===== src/rtl/ethernet_rx_fetch_pkg.sv =====
// Shared types and DM9000 register constants for the Ethernet RX fetch master.
package ethernet_rx_fetch_pkg;

  typedef enum logic [3:0] {
    S_IDLE,
    S_PEEK_IDX,
    S_PEEK_RD0,
    S_PEEK_RD1,
    S_ISR_IDX,
    S_ISR_WR,
    S_RX_IDX,
    S_RD_STATUS,
    S_RD_LEN,
    S_RD_DATA,
    S_HALT
  } RxFetchState_t;

  localparam logic [7:0] DM9000_MRCMDX = 8'hF0;
  localparam logic [7:0] DM9000_MRCMD  = 8'hF2;
  localparam logic [7:0] DM9000_ISR    = 8'hFE;

  localparam logic [7:0] STATUS_ERR_MASK = 8'hBF;
  localparam logic [7:0] RDY_EMPTY       = 8'h00;
  localparam logic [7:0] RDY_PKT         = 8'h01;

  localparam logic ADDR_INDEX = 1'b0;
  localparam logic ADDR_DATA  = 1'b1;

endpackage


===== src/rtl/ethernet_rx_fetch_bus_xfer.sv =====
// Single-outstanding bus transfer: holds the request until the controller's
// stall goes high then low, captures rdata in that completion cycle.
module eth_bus_xfer (
  input  logic        clk,
  input  logic        rst,
  input  logic        i_start,
  input  logic        i_write,
  input  logic        i_addr,
  input  logic [15:0] i_wdata,
  input  logic [15:0] i_bus_rdata,
  input  logic        i_bus_stall,
  output logic        o_bus_read,
  output logic        o_bus_write,
  output logic        o_bus_addr,
  output logic [15:0] o_bus_wdata,
  output logic        o_done,
  output logic [15:0] o_rdata
);

  logic        r_read;
  logic        r_write;
  logic        r_addr;
  logic [15:0] r_wdata;
  logic        r_seen_stall;
  logic        r_done;
  logic [15:0] r_rdata;

  always_ff @(posedge clk or posedge rst) begin
    if (rst) begin
      r_read       <= 1'b0;
      r_write      <= 1'b0;
      r_addr       <= 1'b0;
      r_wdata      <= '0;
      r_seen_stall <= 1'b0;
      r_done       <= 1'b0;
      r_rdata      <= '0;
    end else begin
      r_done <= 1'b0;
      if (r_read || r_write) begin
        if (i_bus_stall) begin
          r_seen_stall <= 1'b1;
        end else if (r_seen_stall) begin
          r_read       <= 1'b0;
          r_write      <= 1'b0;
          r_seen_stall <= 1'b0;
          r_done       <= 1'b1;
          r_rdata      <= i_bus_rdata;
        end
      end else if (i_start) begin
        r_read  <= !i_write;
        r_write <= i_write;
        r_addr  <= i_addr;
        r_wdata <= i_wdata;
      end
    end
  end

  assign o_bus_read  = r_read;
  assign o_bus_write = r_write;
  assign o_bus_addr  = r_addr;
  assign o_bus_wdata = r_wdata;
  assign o_done      = r_done;
  assign o_rdata     = r_rdata;

endmodule


===== src/rtl/ethernet_rx_fetch.sv =====
// DM9000 RX frame fetch master: peeks the ready byte, reads status/len/data and
// streams 16-bit words out. Define ETH_RX_CRC_STRIP_EN to drop the trailing CRC.
module ethernet_rx_fetch
  import ethernet_rx_fetch_pkg::*;
#(
  parameter int unsigned MAX_FRAME_BYTES = 1536,
  parameter logic [7:0]  REG_MRCMDX      = DM9000_MRCMDX,
  parameter logic [7:0]  REG_MRCMD       = DM9000_MRCMD,
  parameter logic [7:0]  REG_ISR         = DM9000_ISR
) (
  input  logic        clk,
  input  logic        rst,
  input  logic        irq,
  output logic        bus_read,
  output logic        bus_write,
  output logic        bus_addr,
  output logic [15:0] bus_wdata,
  input  logic [15:0] bus_rdata,
  input  logic        bus_stall,
  output logic [15:0] out_data,
  output logic        out_valid,
  input  logic        out_ready,
  output logic        out_last,
  output logic        out_err,
  output logic [15:0] out_len,
  output logic        rx_fatal
);

  RxFetchState_t r_state;
  logic          r_issued;
  logic          r_start;
  logic          r_wr;
  logic          r_addr;
  logic [15:0]   r_wdata;
  logic [7:0]    r_status;
  logic [15:0]   r_frame_len;
  logic [15:0]   r_words_left;
  logic [15:0]   r_fwd_left;
  logic          r_drop;
  logic [15:0]   r_out_data;
  logic          r_out_valid;
  logic          r_out_last;
  logic          r_out_err;
  logic [15:0]   r_out_len;
  logic          r_fatal;

  logic          w_done;
  logic [15:0]   w_rdata;
  logic          w_req_en;
  logic          w_req_wr;
  logic          w_req_addr;
  logic [15:0]   w_req_wdata;
  logic [15:0]   w_words;
  logic [15:0]   w_fwd;
  logic [15:0]   w_len_out;
  logic          w_short;
  logic          w_drop;

  eth_bus_xfer u_xfer (
    .clk         (clk),
    .rst         (rst),
    .i_start     (r_start),
    .i_write     (r_wr),
    .i_addr      (r_addr),
    .i_wdata     (r_wdata),
    .i_bus_rdata (bus_rdata),
    .i_bus_stall (bus_stall),
    .o_bus_read  (bus_read),
    .o_bus_write (bus_write),
    .o_bus_addr  (bus_addr),
    .o_bus_wdata (bus_wdata),
    .o_done      (w_done),
    .o_rdata     (w_rdata)
  );

  // Length decode happens on the RD_LEN completion word (w_rdata); 17-bit sum avoids wrap.
  assign w_words = 16'(({1'b0, w_rdata} + 17'd1) >> 1);
`ifdef ETH_RX_CRC_STRIP_EN
  assign w_short   = (w_rdata < 16'd4);
  assign w_len_out = w_rdata - 16'd4;
  assign w_fwd     = 16'(({1'b0, w_len_out} + 17'd1) >> 1);
`else
  assign w_short   = (w_rdata == 16'd0);
  assign w_len_out = w_rdata;
  assign w_fwd     = w_words;
`endif
  assign w_drop = (w_rdata > 16'(MAX_FRAME_BYTES)) || w_short;

  always_comb begin
    w_req_en    = 1'b1;
    w_req_wr    = 1'b0;
    w_req_addr  = ADDR_DATA;
    w_req_wdata = '0;
    case (r_state)
      S_IDLE, S_HALT: w_req_en = 1'b0;
      S_PEEK_IDX: begin w_req_wr = 1'b1; w_req_addr = ADDR_INDEX; w_req_wdata = {8'h00, REG_MRCMDX}; end
      S_ISR_IDX:  begin w_req_wr = 1'b1; w_req_addr = ADDR_INDEX; w_req_wdata = {8'h00, REG_ISR}; end
      S_ISR_WR:   begin w_req_wr = 1'b1; w_req_wdata = 16'h0001; end
      S_RX_IDX:   begin w_req_wr = 1'b1; w_req_addr = ADDR_INDEX; w_req_wdata = {8'h00, REG_MRCMD}; end
      S_RD_DATA:  w_req_en = !r_out_valid || out_ready;
      default: ;
    endcase
  end

  always_ff @(posedge clk or posedge rst) begin
    if (rst) begin
      r_state      <= S_IDLE;
      r_issued     <= 1'b0;
      r_start      <= 1'b0;
      r_wr         <= 1'b0;
      r_addr       <= 1'b0;
      r_wdata      <= '0;
      r_status     <= '0;
      r_frame_len  <= '0;
      r_words_left <= '0;
      r_fwd_left   <= '0;
      r_drop       <= 1'b0;
      r_out_data   <= '0;
      r_out_valid  <= 1'b0;
      r_out_last   <= 1'b0;
      r_out_err    <= 1'b0;
      r_out_len    <= '0;
      r_fatal      <= 1'b0;
    end else begin
      r_start <= 1'b0;
      if (r_out_valid && out_ready) r_out_valid <= 1'b0;

      if (w_req_en && !r_issued) begin
        r_start  <= 1'b1;
        r_issued <= 1'b1;
        r_wr     <= w_req_wr;
        r_addr   <= w_req_addr;
        r_wdata  <= w_req_wdata;
      end else if (w_done) begin
        r_issued <= 1'b0;
      end

      case (r_state)
        S_IDLE:      if (irq) r_state <= S_PEEK_IDX;
        S_PEEK_IDX:  if (w_done) r_state <= S_PEEK_RD0;
        S_PEEK_RD0:  if (w_done) r_state <= S_PEEK_RD1;
        S_PEEK_RD1:
          if (w_done) begin
            if (w_rdata[7:0] == RDY_EMPTY)    r_state <= S_ISR_IDX;
            else if (w_rdata[7:0] == RDY_PKT) r_state <= S_RX_IDX;
            else begin
              r_fatal <= 1'b1;
              r_state <= S_HALT;
            end
          end
        S_ISR_IDX:   if (w_done) r_state <= S_ISR_WR;
        S_ISR_WR:    if (w_done) r_state <= S_IDLE;
        S_RX_IDX:    if (w_done) r_state <= S_RD_STATUS;
        S_RD_STATUS:
          if (w_done) begin
            r_status <= w_rdata[15:8];
            r_state  <= S_RD_LEN;
          end
        S_RD_LEN:
          if (w_done) begin
            r_frame_len  <= w_len_out;
            r_words_left <= w_words;
            r_fwd_left   <= w_fwd;
            r_drop       <= w_drop;
            r_state      <= (w_rdata == 16'd0) ? S_PEEK_IDX : S_RD_DATA;
          end
        S_RD_DATA:
          if (w_done) begin
            r_words_left <= r_words_left - 16'd1;
            // Words past the forward count (CRC) or of a dropped frame are read and discarded.
            if (!r_drop && r_fwd_left != 16'd0) begin
              r_fwd_left  <= r_fwd_left - 16'd1;
              r_out_data  <= w_rdata;
              r_out_valid <= 1'b1;
              r_out_last  <= (r_fwd_left == 16'd1);
              r_out_err   <= (r_fwd_left == 16'd1) && ((r_status & STATUS_ERR_MASK) != 8'h00);
              r_out_len   <= r_frame_len;
            end
            if (r_words_left == 16'd1) r_state <= S_PEEK_IDX;
          end
        default:     r_state <= S_HALT;
      endcase
    end
  end

  assign out_data  = r_out_data;
  assign out_valid = r_out_valid;
  assign out_last  = r_out_last;
  assign out_err   = r_out_err;
  assign out_len   = r_out_len;
  assign rx_fatal  = r_fatal;

endmodule


===== config.mk =====
export PLATFORM = sky130hd
export DESIGN_NAME = ethernet_rx_fetch
export DESIGN_NICKNAME = d
export VERILOG_FILES = /design/src/rtl/ethernet_rx_fetch_pkg.sv /design/src/rtl/ethernet_rx_fetch_bus_xfer.sv /design/src/rtl/ethernet_rx_fetch.sv
export SDC_FILE = /design/constraint.sdc
export NUM_CORES = 1
export LEC_CHECK = 0
export ABC_AREA = 0
export CAP_MARGIN = 20
export CELL_PAD_IN_SITES_DETAIL_PLACEMENT = 0
export CELL_PAD_IN_SITES_GLOBAL_PLACEMENT = 1
export CORE_MARGIN = 2
export CORE_UTILIZATION = 25
export CTS_BUF_LIST = sky130_fd_sc_hd__clkbuf_16
export CTS_CLUSTER_SIZE = 20
export DETAILED_ROUTE_END_ITERATION = 10
export PLACE_DENSITY_LB_ADDON = 0.2
export SYNTH_ARGS = -nofsm -noshare
export SYNTH_HDL_FRONTEND = slang
export SYNTH_SLANG_ARGS = --single-unit

===== constraint.sdc =====
create_clock -name clk -period 8.3 [get_ports clk]
set_clock_uncertainty 0.1 [all_clocks]
set_input_delay 1.66 -clock clk [delete_from_list [all_inputs] [get_ports clk]]
set_output_delay 1.66 -clock clk [all_outputs]
set_load 0.01 [all_outputs]

Word level (Yosys, flattened, before mapping)
Cells that the tools add are included.
Cells by class
  equal/unequal tests: 27
  $add $sub $neg: 3
  multiplexer cells: 42
  order comparisons: 1
  reductions and logical operators: 32
  bitwise gates (word level): 4
Operators by type and width (number)
  16-bit two-way mux: 4
  16-bit case mux with 2 select lines: 2
  4-bit two-way mux: 14
  4-bit case mux with 10 select lines: 1
  16-bit by 1-bit == test with 1-bit output, second input constant: 2
  8-bit case mux with 4 select lines: 1
  16-bit by 1-bit subtractor with 16-bit output, second input constant: 2
  2-bit by 1-bit != test with 1-bit output, second input constant: 10
  1-bit two-way mux: 19
  16-bit by 1-bit adder with 17-bit output, second input constant: 1
  4-bit by 3-bit == test with 1-bit output, second input constant: 4
  16-bit by 11-bit greater-than comparator with 1-bit output, second input constant: 1
  16-bit logical NOT: 1
  16-bit nonzero test: 1
  4-bit == test, second input constant: 3
  3-bit AND reduction: 4
  11-bit AND reduction: 1
  4-bit by 2-bit == test with 1-bit output, second input constant: 2
  8-bit by 1-bit == test with 1-bit output, second input constant: 1
  8-bit logical NOT: 1
  2-bit != test, second input constant: 4
  4-bit AND reduction: 2
  8-bit nonzero test: 1
  2-bit AND reduction: 3
  other kinds (11): 24
Storage, ports and cells
  logic and storage cells: 133
  bits in registers: 154
  input port bits: 21
  output and inout bits: 55

Longest topological paths before layout
  word-level depth: 5
  mapped depth: 10

Cells and area by module
A second synthesis with hierarchy kept.
Unflattened totals
  cells, all modules: 611
  area, all modules: 6945.4 sq um
By module, submodules not included
  ethernet_rx_fetch: instances 1, area an instance 5530.3 sq um, cells an instance 529
  eth_bus_xfer: instances 1, area an instance 1415.1 sq um, cells an instance 82

Worst setup path after synthesis
No wires, ideal clock.
  path type: input to register
  start: input bus_stall
  end: register u_xfer.r_rdata[2] (netlist: u_xfer.o_rdata[2])
  arrival: 2881 ps
  required time: 8075 ps
  stages on the path: 3
  library setup time: 125 ps
  slack: 5195 ps
  cells stage by stage: nor3b_1 > clkbuf_1 > mux2_2
On the way
  longest elaborated chain between the ends: 2
Ends and longest elaborated chain
  start, declared: line ethernet_rx_fetch.sv:19  | input logic bus_stall,
  1-bit inverter (no source line)
  3-bit AND reduction (no source line)
  end signal, assigned: line ethernet_rx_fetch_bus_xfer.sv:47  | r_rdata <= i_bus_rdata;
  end, declared: line ethernet_rx_fetch_bus_xfer.sv:26  | logic [15:0] r_rdata;
No other way between the ends.
A chain may end at the register's enable or synchronous reset.

Worst setup path in the final report
  start: register r_state[0]
  end: register r_fwd_left[8]
On the way
  longest elaborated chain between the ends: 3
  elaborated cells between the ends (all ways): 8
Ends and longest elaborated chain
  start, declared: line ethernet_rx_fetch.sv:29  | RxFetchState_t r_state;
  start signal, assigned: line ethernet_rx_fetch.sv:165  | r_state <= (w_rdata == 16'd0) ? S_PEEK_IDX : S_RD_DATA;
  4-bit == test: line ethernet_rx_fetch.sv:138  | case (r_state)
  2-bit != test (no source line), or another cell as far along
  4-bit AND reduction (no source line)
  end signal, assigned: line ethernet_rx_fetch.sv:163  | r_fwd_left <= w_fwd;
  end signal, assigned: line ethernet_rx_fetch.sv:172  | r_fwd_left <= r_fwd_left - 16'd1;
  end, declared: line ethernet_rx_fetch.sv:38  | logic [15:0] r_fwd_left;
Several ways; a longest one is shown, not always the timed one.

==> impl_metrics.py <==
metrics = {
    "synth": {
        "ys_seq_area_share_pct": 52.1,
        "netlist_top_cells_area": "dfrtp_1, mux2_2, o21ai_0, nand2_1, a21oi_1",
        "synth_seq_cells": 129,
        "async_flop_share_pct": 100,
        "netlist_instances": 630,
        "synth_area_um2": 6190,
        "synth_cell_types": 55,
        "syn_avg_cell_area_um2": 9.83,
        "yosys.area.top_type": "dfrtp_1",
        "synth_top_area_share_pct": 52.1,
        "synthFlopType": "dfrtp_1",
        "synth_edf_count": 0,
        "yosys_warnings": 0,
    },
    "power": {
        "p_leak_nw": 3.36,
        "p_clk_share_pct": 26.8,
        "p_switching_mw": 1.06,
        "sw_frac_of_total_pct": 38.6,
        "combPwrFrac_pct": 32.6,
        "p_int_mw": 1.69,
        "seq_power_share_pct": 40.5,
        "powerDensity_nw_per_um2": 357,
        "peakVddDrop_uv": 165,
    },
    "clock_tree": {
        "cts_hold_buf": 0,
        "h-tree-depth": 4,
        "cts_buffer_depth": 2,
        "cts-buffers-inserted": 17,
        "clock-sinks": 129,
        "clock_latency_ns": 0.43,
        "clk_pin_slew_ns": 0.06,
        "clock-root-buffer": "clkbuf_16",
        "post_cts_resized": 0,
        "post_cts_buffers": 0,
        "cts_tree": "done",
    },
    "sta": {
        "slew_violations": 0,
        "fmax_ghz": 0.301,
        "relSlewSlack_pct": 29.6,
        "worst_pin_slew_ns": 1.04,
        "rsz0062_at_grt": "false",
        "setup_violations": 0,
        "min_period_ns": 3.32,
        "fin_crit_sh_pct": 40.0,
        "fin_ws_ns": 4.98,
        "hold_violations": 0,
        "setup_tns_ns": 0,
    },
    "grt": {
        "grt_remaining_overflow": 0,
        "grtUsageTotal_pct": 13.9,
        "grt_pass1_wl_um": 27800,
        "grt_pass1_vias": 4909,
        "grt_max_degree": 73,
        "antenna_found_initial": 0,
    },
    "place": {
        "portBuffers": 67,
        "gp_congestion": 0.763,
        "hpwl_um": 11500,
        "dp_slack_ns": 4.44,
    },
    "status": {
        "status": "finished, final reports clean",
    },
    "drt": {
        "wl_um": 17200,
        "post_drt_wl_per_cell_um": 16.9,
        "vias": 4855,
        "dr.pass1.iters": 4,
        "ant_nets": 0,
        "drc": 0,
        "via_per_inst": 4.76,
        "drt_first_iter_violations": 265,
    },
    "die": {
        "design.die.area_um2": 26000,
        "initial_core_util_pct": 25.5,
        "core_area_um2": 24300,
        "die_w_um": 161,
        "top_level_ports": 76,
        "rows": 57,
        "die_y_um": 161,
    },
    "setup_path": {
        "cp.required_ns": 8.52,
        "critPathLaunchType": "register",
        "crit_path_end_kind": "register",
        "worstSetupPathType": "register to register",
        "critPathMaxFanout": 33,
        "crit_arrival_ns": 3.54,
    },
    "flow_run": {
        "drv_cap": 0,
    },
    "min_path": {
        "min_path_type": "register to register",
    },
    "final_layout": {
        "post-route-util_pct": 31.7,
        "drive_gt1_share_pct": 14.2,
        "final_nets": 712,
        "antenna_cells": 0,
        "syn_to_final_growth_pct": 24.3,
    },
}
==> worst max-delay path, stage by stage, from the launching register on <==
cell and delay [ns]:
dfrtp_1 0.67, nand2b_1 0.16, or2_0 0.22, buf_4 0.24
nand2_1 0.75, and2_1 0.75, nor2_1 0.11, o22a_1 0.20
==> synthesized netlist by cell type (all sizes together) (3+ instances only) <==
library cell	count
a211oi	3
or4	4
clkbuf	26
nor3	16
xor2	4
o211ai	5
or3	5
nand4	7
nand2	89
mux2	51
xnor2	8
ha	7
o31ai	3
nor3b	3
o22ai	4
buf	20
nor2	45
o21ai	78
nand2b	4
a22o	5
a31oi	8
and2	5
dfrtp	129
nor4	10
a21oi	35
nand3	6
a22oi	3
or2	4
inv	20
==> metrics by stage <==
step	hold slack (ns)	power [mW]	area, µm²	std cells
after global placement	0.357	2.01	7120	988
after floorplan	0.338	1.63	6220	637
final	0.367	2.75	7700	1021
after detailed placement	0.360	2.03	7120	988
after global routing	0.391	2.94	7700	1021
after CTS	0.376	2.78	7690	1020
==> placed cells by master, fill, tap and decap left out, drive strengths merged, types with 3 or more instances in the layout <==
cell	instances
inv	28
and2	5
a21oi	35
a22o	5
buf	7
a22oi	3
nor3	16
conb	8
xor2	4
clkdlybuf4s50	67
dfrtp	129
nand3	6
nor3b	3
nand4	7
or2	4
ha	7
mux2	51
nand2	89
o22ai	4
nor2	45
xnor2	8
clkinv	5
nor4	10
or3	5
o31ai	3
o211ai	5
o21ai	78
nand2b	4
or4	4
a211oi	3
a31oi	8
clkbuf	17
==> registers in the layout (all words and copies together) (netlist names), 4 cells and up <==
name,count
out_data,16
out_len,16
r_frame_len,16
r_fwd_left,16
r_words_left,16
u_xfer.o_rdata,16
r_status,7
r_state,4
r_wdata,4
u_xfer.o_bus_wdata,4
==> routing by layer <==
metal | global-route usage [%] | share of wire, % | vias up
li1 | - | - | 2299
met1 | 19.5 | 50 | 2398
met2 | 21.0 | 44 | 141
met3 | 3.26 | 4.6 | 17
met4 | 4.55 | 1.4 | 0
met5 | 0 | 0 | -
==> final cells by class <==
| class | instances | area [µm²] |
|---|---|---|
| multi-input cells | 441 | 2690 |
| repair buffers | 74 | 727 |
| clock inverters | 15 | 148 |
| flip-flops and latches | 129 | 3230 |
| well taps | 324 | 405 |
| fillers | 2495 | 16600 |
| inverters | 21 | 81.3 |
| clock buffers | 17 | 425 |
==> final timing paths <==
kind / start / endpoint / slack, ns / cells past startpoint
min reg2reg: r_wdata[3]$_DFFE_PP0P_ / r_wdata[3]$_DFFE_PP0P_ / 0.37 / 2
min: r_wdata[3]$_DFFE_PP0P_ / r_wdata[3]$_DFFE_PP0P_ / 0.37 / 2
min in group asynchronous: rst / u_xfer.o_bus_read$_DFFE_PP0P_ / 1.61 / 2
max reg2reg: r_state[0]$_DFFE_PP0P_ / r_fwd_left[8]$_DFFE_PP0P_ / 4.98 / 7
max: r_state[0]$_DFFE_PP0P_ / r_fwd_left[8]$_DFFE_PP0P_ / 4.98 / 7
max in group asynchronous: rst / r_fwd_left[10]$_DFFE_PP0P_ / 5.04 / 3
==> power by group through the flow <==
stage | combinational [mW] | clock, mW | sequential, mW
after floorplan | 0.604 | 0 | 1.03
after global placement | 0.891 | 0 | 1.12
after detailed placement | 0.903 | 0 | 1.12
after CTS | 0.909 | 0.756 | 1.11
after global routing | 1.00 | 0.782 | 1.16
final | 0.897 | 0.738 | 1.12
==> cell families (layout without fill, tap and decap cells) <==
kind of cell,count (synthesis),in the layout,synth area share [%]
compound gates,152,152,14.0
xor+xnor,12,12,1.70
fa+ha+maj,7,7,1.41
buf+inv,67,127,5.03
flops,129,129,52.1
mux,53,53,9.60
other cells,1,8,0.0605
simple gates,209,209,16.1
Note: power is estimated with default switching activity, not from simulation.
